`src/rtl/mem_bus_sequencer_if.sv`:
```
// Avalon-MM master bus between the sequencer and the memory fabric.
// No latency of its own; waitrequest is the slave's backpressure.
// Master holds address/strobes/data stable while waitrequest is high.
interface mem_bus_sequencer_if;
    logic [31:0] address;
    logic        read;
    logic        write;
    logic        waitrequest;
    logic [31:0] writedata;
    logic [3:0]  byteenable;
    logic [31:0] readdata;

    modport master (
        output address, read, write, writedata, byteenable,
        input  waitrequest, readdata
    );

    modport slave (
        input  address, read, write, writedata, byteenable,
        output waitrequest, readdata
    );
endinterface

```
`src/rtl/mem_bus_sequencer.sv`:
```
// Serialises CPU data access then instruction fetch onto one Avalon master.
// Latency: IDLE + 1 cycle per phase + RESP, each waitrequest cycle adds one.
// Backpressure: stall held high until both phases finish; MEM_BUS_TIMEOUT_EN adds a wait timeout.
module mem_bus_sequencer #(
    parameter int unsigned WAIT_LIMIT = 255
) (
    input  logic                clk,
    input  logic                reset,
    input  logic                instr_req,
    input  logic [31:0]         instr_address,
    output logic [31:0]         instr_readdata,
    input  logic                data_read,
    input  logic                data_write,
    input  logic [31:0]         data_address,
    input  logic [31:0]         data_writedata,
    input  logic [3:0]          data_byteenable,
    output logic [31:0]         data_readdata,
    output logic                stall,
    mem_bus_sequencer_if.master bus,
    output logic                bus_error
);

    typedef enum logic [2:0] {
        IDLE  = 3'd0,
        DATA  = 3'd1,
        FETCH = 3'd2,
        RESP  = 3'd3,
        ERROR = 3'd4
    } state_t;

    state_t      state, next_state;

    logic        lat_instr_req;
    logic [31:0] lat_instr_address;
    logic        lat_write;
    logic [31:0] lat_data_address;
    logic [31:0] lat_writedata;
    logic [3:0]  lat_byteenable;

    logic        capture_data;
    logic        capture_instr;

`ifdef MEM_BUS_TIMEOUT_EN
    localparam int CNT_W = (WAIT_LIMIT < 2) ? 1 : $clog2(WAIT_LIMIT + 1);
    logic [CNT_W-1:0] wait_cnt;
    logic             wait_expired;

    // The wait that would bring the counter to WAIT_LIMIT ends the phase.
    assign wait_expired = bus.waitrequest && (wait_cnt == CNT_W'(WAIT_LIMIT - 1));
`endif

    always_comb begin
        next_state     = state;
        capture_data   = 1'b0;
        capture_instr  = 1'b0;
        bus.address    = 32'h0;
        bus.read       = 1'b0;
        bus.write      = 1'b0;
        bus.writedata  = 32'h0;
        bus.byteenable = 4'h0;

        case (state)
            IDLE: begin
                if (data_read || data_write) begin
                    next_state = DATA;
                end else if (instr_req) begin
                    next_state = FETCH;
                end
            end

            DATA: begin
                bus.address    = lat_data_address;
                bus.writedata  = lat_writedata;
                bus.byteenable = lat_byteenable;
                // A simultaneous load is dropped in favour of the store.
                bus.write      = lat_write;
                bus.read       = !lat_write;
                if (!bus.waitrequest) begin
                    capture_data = !lat_write;
                    next_state   = lat_instr_req ? FETCH : RESP;
                end
`ifdef MEM_BUS_TIMEOUT_EN
                else if (wait_expired) begin
                    next_state = ERROR;
                end
`endif
            end

            FETCH: begin
                bus.address    = lat_instr_address;
                bus.byteenable = 4'hF;
                bus.read       = 1'b1;
                if (!bus.waitrequest) begin
                    capture_instr = 1'b1;
                    next_state    = RESP;
                end
`ifdef MEM_BUS_TIMEOUT_EN
                else if (wait_expired) begin
                    next_state = ERROR;
                end
`endif
            end

            RESP: begin
                next_state = IDLE;
            end

            ERROR: begin
                next_state = ERROR;
            end

            default: begin
                next_state = IDLE;
            end
        endcase
    end

    always_comb begin
        stall = 1'b0;
        if (!reset) begin
            case (state)
                IDLE:    stall = data_read || data_write || instr_req;
                RESP:    stall = 1'b0;
                default: stall = 1'b1;
            endcase
        end
    end

    always_ff @(posedge clk or posedge reset) begin
        if (reset) begin
            state <= IDLE;
        end else begin
            state <= next_state;
        end
    end

    // Request inputs are sampled on every IDLE edge; the CPU holds them while stalled.
    always_ff @(posedge clk or posedge reset) begin
        if (reset) begin
            lat_instr_req     <= 1'b0;
            lat_instr_address <= 32'h0;
            lat_write         <= 1'b0;
            lat_data_address  <= 32'h0;
            lat_writedata     <= 32'h0;
            lat_byteenable    <= 4'h0;
        end else if (state == IDLE) begin
            lat_instr_req     <= instr_req;
            lat_instr_address <= instr_address;
            lat_write         <= data_write;
            lat_data_address  <= data_address;
            lat_writedata     <= data_writedata;
            lat_byteenable    <= data_byteenable;
        end
    end

    always_ff @(posedge clk or posedge reset) begin
        if (reset) begin
            data_readdata  <= 32'h0;
            instr_readdata <= 32'h0;
        end else begin
            if (capture_data) begin
                data_readdata <= bus.readdata;
            end
            if (capture_instr) begin
                instr_readdata <= bus.readdata;
            end
        end
    end

`ifdef MEM_BUS_TIMEOUT_EN
    always_ff @(posedge clk or posedge reset) begin
        if (reset) begin
            wait_cnt <= '0;
        end else if (next_state != state) begin
            wait_cnt <= '0;
        end else if ((state == DATA || state == FETCH) && bus.waitrequest) begin
            wait_cnt <= wait_cnt + 1'b1;
        end
    end

    assign bus_error = (state == ERROR);
`else
    assign bus_error = 1'b0;
`endif

endmodule

```
`src/flat_wrapper.sv`:
```
// flat-port wrapper written by rule: the top's interface ports become plain ports
module mem_bus_sequencer_flat 
#(
    parameter int unsigned WAIT_LIMIT = 255
)
  (clk, reset, instr_req, instr_address, instr_readdata, data_read, data_write, data_address, data_writedata, data_byteenable, data_readdata, stall, bus_error, bus_address, bus_read, bus_write, bus_writedata, bus_byteenable, bus_waitrequest, bus_readdata);
  mem_bus_sequencer_if bus_i ();
  input  logic clk;
  input  logic reset;
  input  logic instr_req;
  input  logic [31:0] instr_address;
  output logic [31:0] instr_readdata;
  input  logic data_read;
  input  logic data_write;
  input  logic [31:0] data_address;
  input  logic [31:0] data_writedata;
  input  logic [3:0] data_byteenable;
  output logic [31:0] data_readdata;
  output logic stall;
  output logic bus_error;
  output wire logic [$bits(bus_i.address)-1:0] bus_address;
  output wire logic [$bits(bus_i.read)-1:0] bus_read;
  output wire logic [$bits(bus_i.write)-1:0] bus_write;
  output wire logic [$bits(bus_i.writedata)-1:0] bus_writedata;
  output wire logic [$bits(bus_i.byteenable)-1:0] bus_byteenable;
  input wire logic [$bits(bus_i.waitrequest)-1:0] bus_waitrequest;
  input wire logic [$bits(bus_i.readdata)-1:0] bus_readdata;
  assign bus_address = bus_i.address;
  assign bus_read = bus_i.read;
  assign bus_write = bus_i.write;
  assign bus_writedata = bus_i.writedata;
  assign bus_byteenable = bus_i.byteenable;
  assign bus_i.waitrequest = bus_waitrequest;
  assign bus_i.readdata = bus_readdata;
  mem_bus_sequencer #(.WAIT_LIMIT(WAIT_LIMIT)) u_core (.clk(clk), .reset(reset), .instr_req(instr_req), .instr_address(instr_address), .instr_readdata(instr_readdata), .data_read(data_read), .data_write(data_write), .data_address(data_address), .data_writedata(data_writedata), .data_byteenable(data_byteenable), .data_readdata(data_readdata), .stall(stall), .bus(bus_i), .bus_error(bus_error));
endmodule
```
`config.mk`:
```
export PLATFORM = sky130hd
export DESIGN_NAME = mem_bus_sequencer_flat
export DESIGN_NICKNAME = d
export VERILOG_FILES = /design/src/rtl/mem_bus_sequencer_if.sv /design/src/rtl/mem_bus_sequencer.sv /design/src/flat_wrapper.sv
export SDC_FILE = /design/constraint.sdc
export NUM_CORES = 1
export LEC_CHECK = 0
export ABC_CLOCK_PERIOD_IN_PS = 13900
export CAP_MARGIN = 20
export CORE_ASPECT_RATIO = 1.25
export CORE_MARGIN = 10
export CORE_UTILIZATION = 50
export DETAILED_ROUTE_END_ITERATION = 6
export DONT_BUFFER_PORTS = 1
export GPL_ROUTABILITY_DRIVEN = 0
export PLACE_DENSITY = 0.73
export SETUP_SLACK_MARGIN = 0.1
export SYNTH_ARGS = -nofsm -noshare
export SYNTH_HDL_FRONTEND = slang
export SYNTH_SLANG_ARGS = --single-unit
```
`constraint.sdc`:
```
create_clock -name clk -period 13.9 [get_ports clk]
set_input_delay 1.39 -clock clk [delete_from_list [all_inputs] [get_ports clk]]
set_output_delay 1.39 -clock clk [all_outputs]
set_load 0.02 [all_outputs]
```
==> results.txt <==
Summed over all failing endpoints, the final setup total negative slack is 0 ns. The top cell type's share of synthesized area was 60.1%; the starting density of the core was 50.9%. After detailed routing, the number of vias per cell comes to 5.71. Dividing the final minimum period by the clock period gives 28.8%.

The hold violation count in the final report is 0. The average instance in the mapped netlist occupies 15.0 µm². The tools report the count of TritonRoute iterations in the first routing pass as 4.

The synthesized design spends more area on one cell type than any other, namely dfrtp_1. By area the synthesized netlist is led by dfrtp_1 60%, mux2_2 23%, a22o_1 4.0%. Setup repair after global routing left no endpoint under its margin. After global routing the overflow that remains totals 0. The number of nets handed over by synthesis was 606. The count of H-tree levels built during CTS came out at 4. Routed wire length: 16700 µm.

Yosys instantiated no cell more often than dfrtp_1. After detailed routing, the average wire length per cell comes to 25.7 µm. Clock tree synthesis inserted a total of 17 buffers.

Summing the areas of all compound-gate instances in the mapped netlist gives 5.09% of the synthesized area. For the final database, setup skew stands at 0.00877 ns. The worst register-to-register path has a depth of 4.

STA classifies the critical path startpoint as a register. The logs give 104 for the pin count of the biggest net entering global routing and 0 for the post-CTS setup repair buffer count. Subtracting the final worst setup slack from the clock period gives 4.00 ns.

Summing every instance area after synthesis gives 0.00703 mm². STA classifies the critical path endpoint as an output pin. The run gives 2 as the clock tree buffer depth. The worst pin sits at a relative slew slack of 40.1%. Counting tap cells, the placed design contains a total of 619 instances. After the first detailed-routing iteration, the DRC count stood at 189. Of the total synthesized cell area, the portion taken by full adders, half adders and majority gates is 0%. The tools report the data arrival time of the worst path as 2.61 ns.

Yosys mapped the design onto 26 distinct sky130hd cell types. The number of antenna violations at the first check in global routing is 3, and the transition time at the pin with the least slew margin is 0.898 ns. For the count of maximum capacitance violations, the log shows 0. The logs give 12600 µm for the sum of net half-perimeters after detailed placement and 11.77 ns for the worst reg-to-reg setup slack. In the synthesized netlist the async set-or-reset flop fraction comes to 100%.

The via count of the first global-routing pass was 4219; the register area share after synthesis was 60.1%. The total setup violations reported at the end of the flow was 0; the final-stage net count was 601. The min-delay analysis places its worst path in the category register to register.

The clock reaches the later pin of the worst-skew pair after 0.41 ns. STA puts the critical path data required time at 12.51 ns. The clock-pin slew on the worst setup and hold paths works out to 0.06 ns. TritonCTS built the clock tree. Buffers inserted to repair hold after CTS numbered 0.

The flip-flop and latch count after synthesis is 169. The fraction of layout instances using a drive strength above 1 was 39.1%; the number of clock sinks seen by CTS was 169. The die footprint is 0.0192 mm². The number of gates resized after CTS was 0. Timing analysis after detailed placement gives a worst setup slack of 10.13 ns. The total area inside the core boundary comes to 0.0138 mm². The startpoint identified for the worst register-to-register timing path is u_core.state[0]. Global routing used 17.0% of the available tracks across all layers. The critical path is of the register to output pin type. Summed over all cells, the static leakage comes to 3.21 nW. In the synthesized netlist, the cells that appear most often are 169 x dfrtp_1, 142 x mux2_2, 33 x and2_1. The endpoint identified for the worst register-to-register timing path is u_core.state[0]. Tracing the worst setup path back leads to its startpoint at u_core.state[0]. From bottom edge to top edge, the die measures 153 µm. The number of standard-cell rows in the floorplan is 48. From left edge to right edge, the die measures 126 µm. Once routing completed, OpenROAD measured the worst setup slack at 9.90 ns.

Main flop type after synthesis: dfrtp_1. The start point of the worst min-delay path is u_core.lat_writedata[5]. By area, the combinational part of the netlist is dominated by multiplexers. For this run, design rule violations remaining after detail routing come to 0. For the total number of vias, the log shows 3719. Yosys printed 0 warnings.

Of the post-synthesis cell area, the part taken by muxes is 26.3%. During I/O placement, the number of pins put on the boundary was 274. Cell chosen for the clock root: clkbuf_16. The highest achievable clock rate is 250 MHz. The run finished with clean final reports. Synthesis produced 468 cells.

The power density over the cells works out to 296 mW/mm². The xor and xnor fraction of the mapped netlist area was 0%. The count of nets left with antenna violations once routing finished came out at 0. From synthesis to final layout, the design area changed by 9.13%. Basic-gate share of the synthesized area counting and, or, nand and nor cells: 5.19%.

The number of slew-limit violations in the final report was 0. The maximum ir drop on the vdd rail was 0.000136 V. The first global-routing pass estimated 25500 µm of wire. The quantity of I/O buffers inserted on ports was 0; the final standard cell count with taps included and fillers excluded was 651.

Capturing instance or port of the critical path: bus_address[0]. In this run, synthesis inferred 0 flip-flops with an integrated enable. Of all nets on the critical path, the largest fanout is 42.
-- area by class of cell --
type	count	area (µm²)
clock inverter	10	121
inverter	4	20.0
clock buffer	19	443
tap	175	219
sequential	169	4230
antenna	3	7.51
multi-input combinational	264	2580
fill	1132	6140
timing repair buffer	7	52.6
-- per-stage QoR --
| step | instance area [µm²] | power (mW) | hold slack [ns] | utilization [%] |
|---|---|---|---|---|
| 4_1_cts | 7670 | 2.31 | 0.497 | 55.5 |
| 6_report | 7670 | 2.27 | 0.496 | 55.6 |
| 2_1_floorplan | 7030 | 1.69 | 0.449 | - |
| 3_5_place_dp | 7100 | 1.85 | 0.470 | 51.4 |
| 3_3_place_gp | 7100 | 1.81 | 0.467 | 51.4 |
| 5_1_grt | 7670 | 2.40 | 0.509 | 55.6 |
-- critical path: stages, from the launching register on --
cell and delay (ns):
dfrtp_1 0.59, nor3b_4 0.74, buf_4 0.49, a22o_1 0.35
-- kinds of logic (layout without fill, tap and decap cells) --
kind of cell    Yosys count  in the layout
flops                   169            169
mux                     164            164
simple gates             53             53
compound gates           46             46
buf+inv                  35             40
other cells               1              4
-- registers in the layout, indices dropped and copies added (netlist names) --
register                  cells
u_core.lat_instr_req          1
u_core.instr_readdata        32
u_core.lat_byteenable         4
u_core.lat_write              1
u_core.lat_instr_address     32
u_core.state                  3
u_core.lat_writedata         32
u_core.lat_data_address      32
u_core.data_readdata         32
-- cell usage in the layout (no fill, tap or decap) --
master      synthesis  final
a21o_1              1      1
a21oi_1             6      6
a22o_1             32     32
and2_1             33     33
buf_4               9      7
bufinv_16           0      2
clkbuf_1            5      1
clkbuf_16           0     17
clkbuf_8            0      1
clkinv_2            0      1
clkinvlp_4          0      4
conb_1              1      1
dfrtp_1           169    169
diode_2             0      3
inv_1               4      3
inv_6               0      4
mux2_1             22     22
mux2_2            142    142
nand2_1             8      8
nand2b_4            1      1
nand4_1             1      1
nor2_2              0      1
nor2b_2             1      1
nor3_1              1      1
nor3_4              2      2
nor3b_1             1      1
nor3b_4             0      1
nor4b_4             1      1
o21ai_0             6      6
o311a_1             1      1
or4_1               2      2
-- where the power goes --
part,internal (mW),switching [mW]
Combinational,0.359,0.416
Clock,0.268,0.186
Sequential,0.747,0.298
-- layer usage --
metal  up-vias  part of all wire [%]  global-route usage, %
li1       1650                     -                      -
met1      1898                    35                   16.6
met2       152                    54                   29.7
met3        19                   9.1                   7.94
met4         0                   2.1                   7.28
met5         -                     0                      0
-- how the worst min path moves through the flow --
stage,depth (start not counted),endpoint,slack (ns)
CTS,1,u_core.lat_writedata[30],0.50
floorplan,1,u_core.lat_writedata[25],0.45
finish,1,u_core.lat_writedata[5],0.50
detailed placement,1,u_core.lat_writedata[26],0.47
global route,1,u_core.lat_writedata[5],0.51
global placement,1,u_core.lat_writedata[30],0.47
Power figures use the tool's default switching activity.
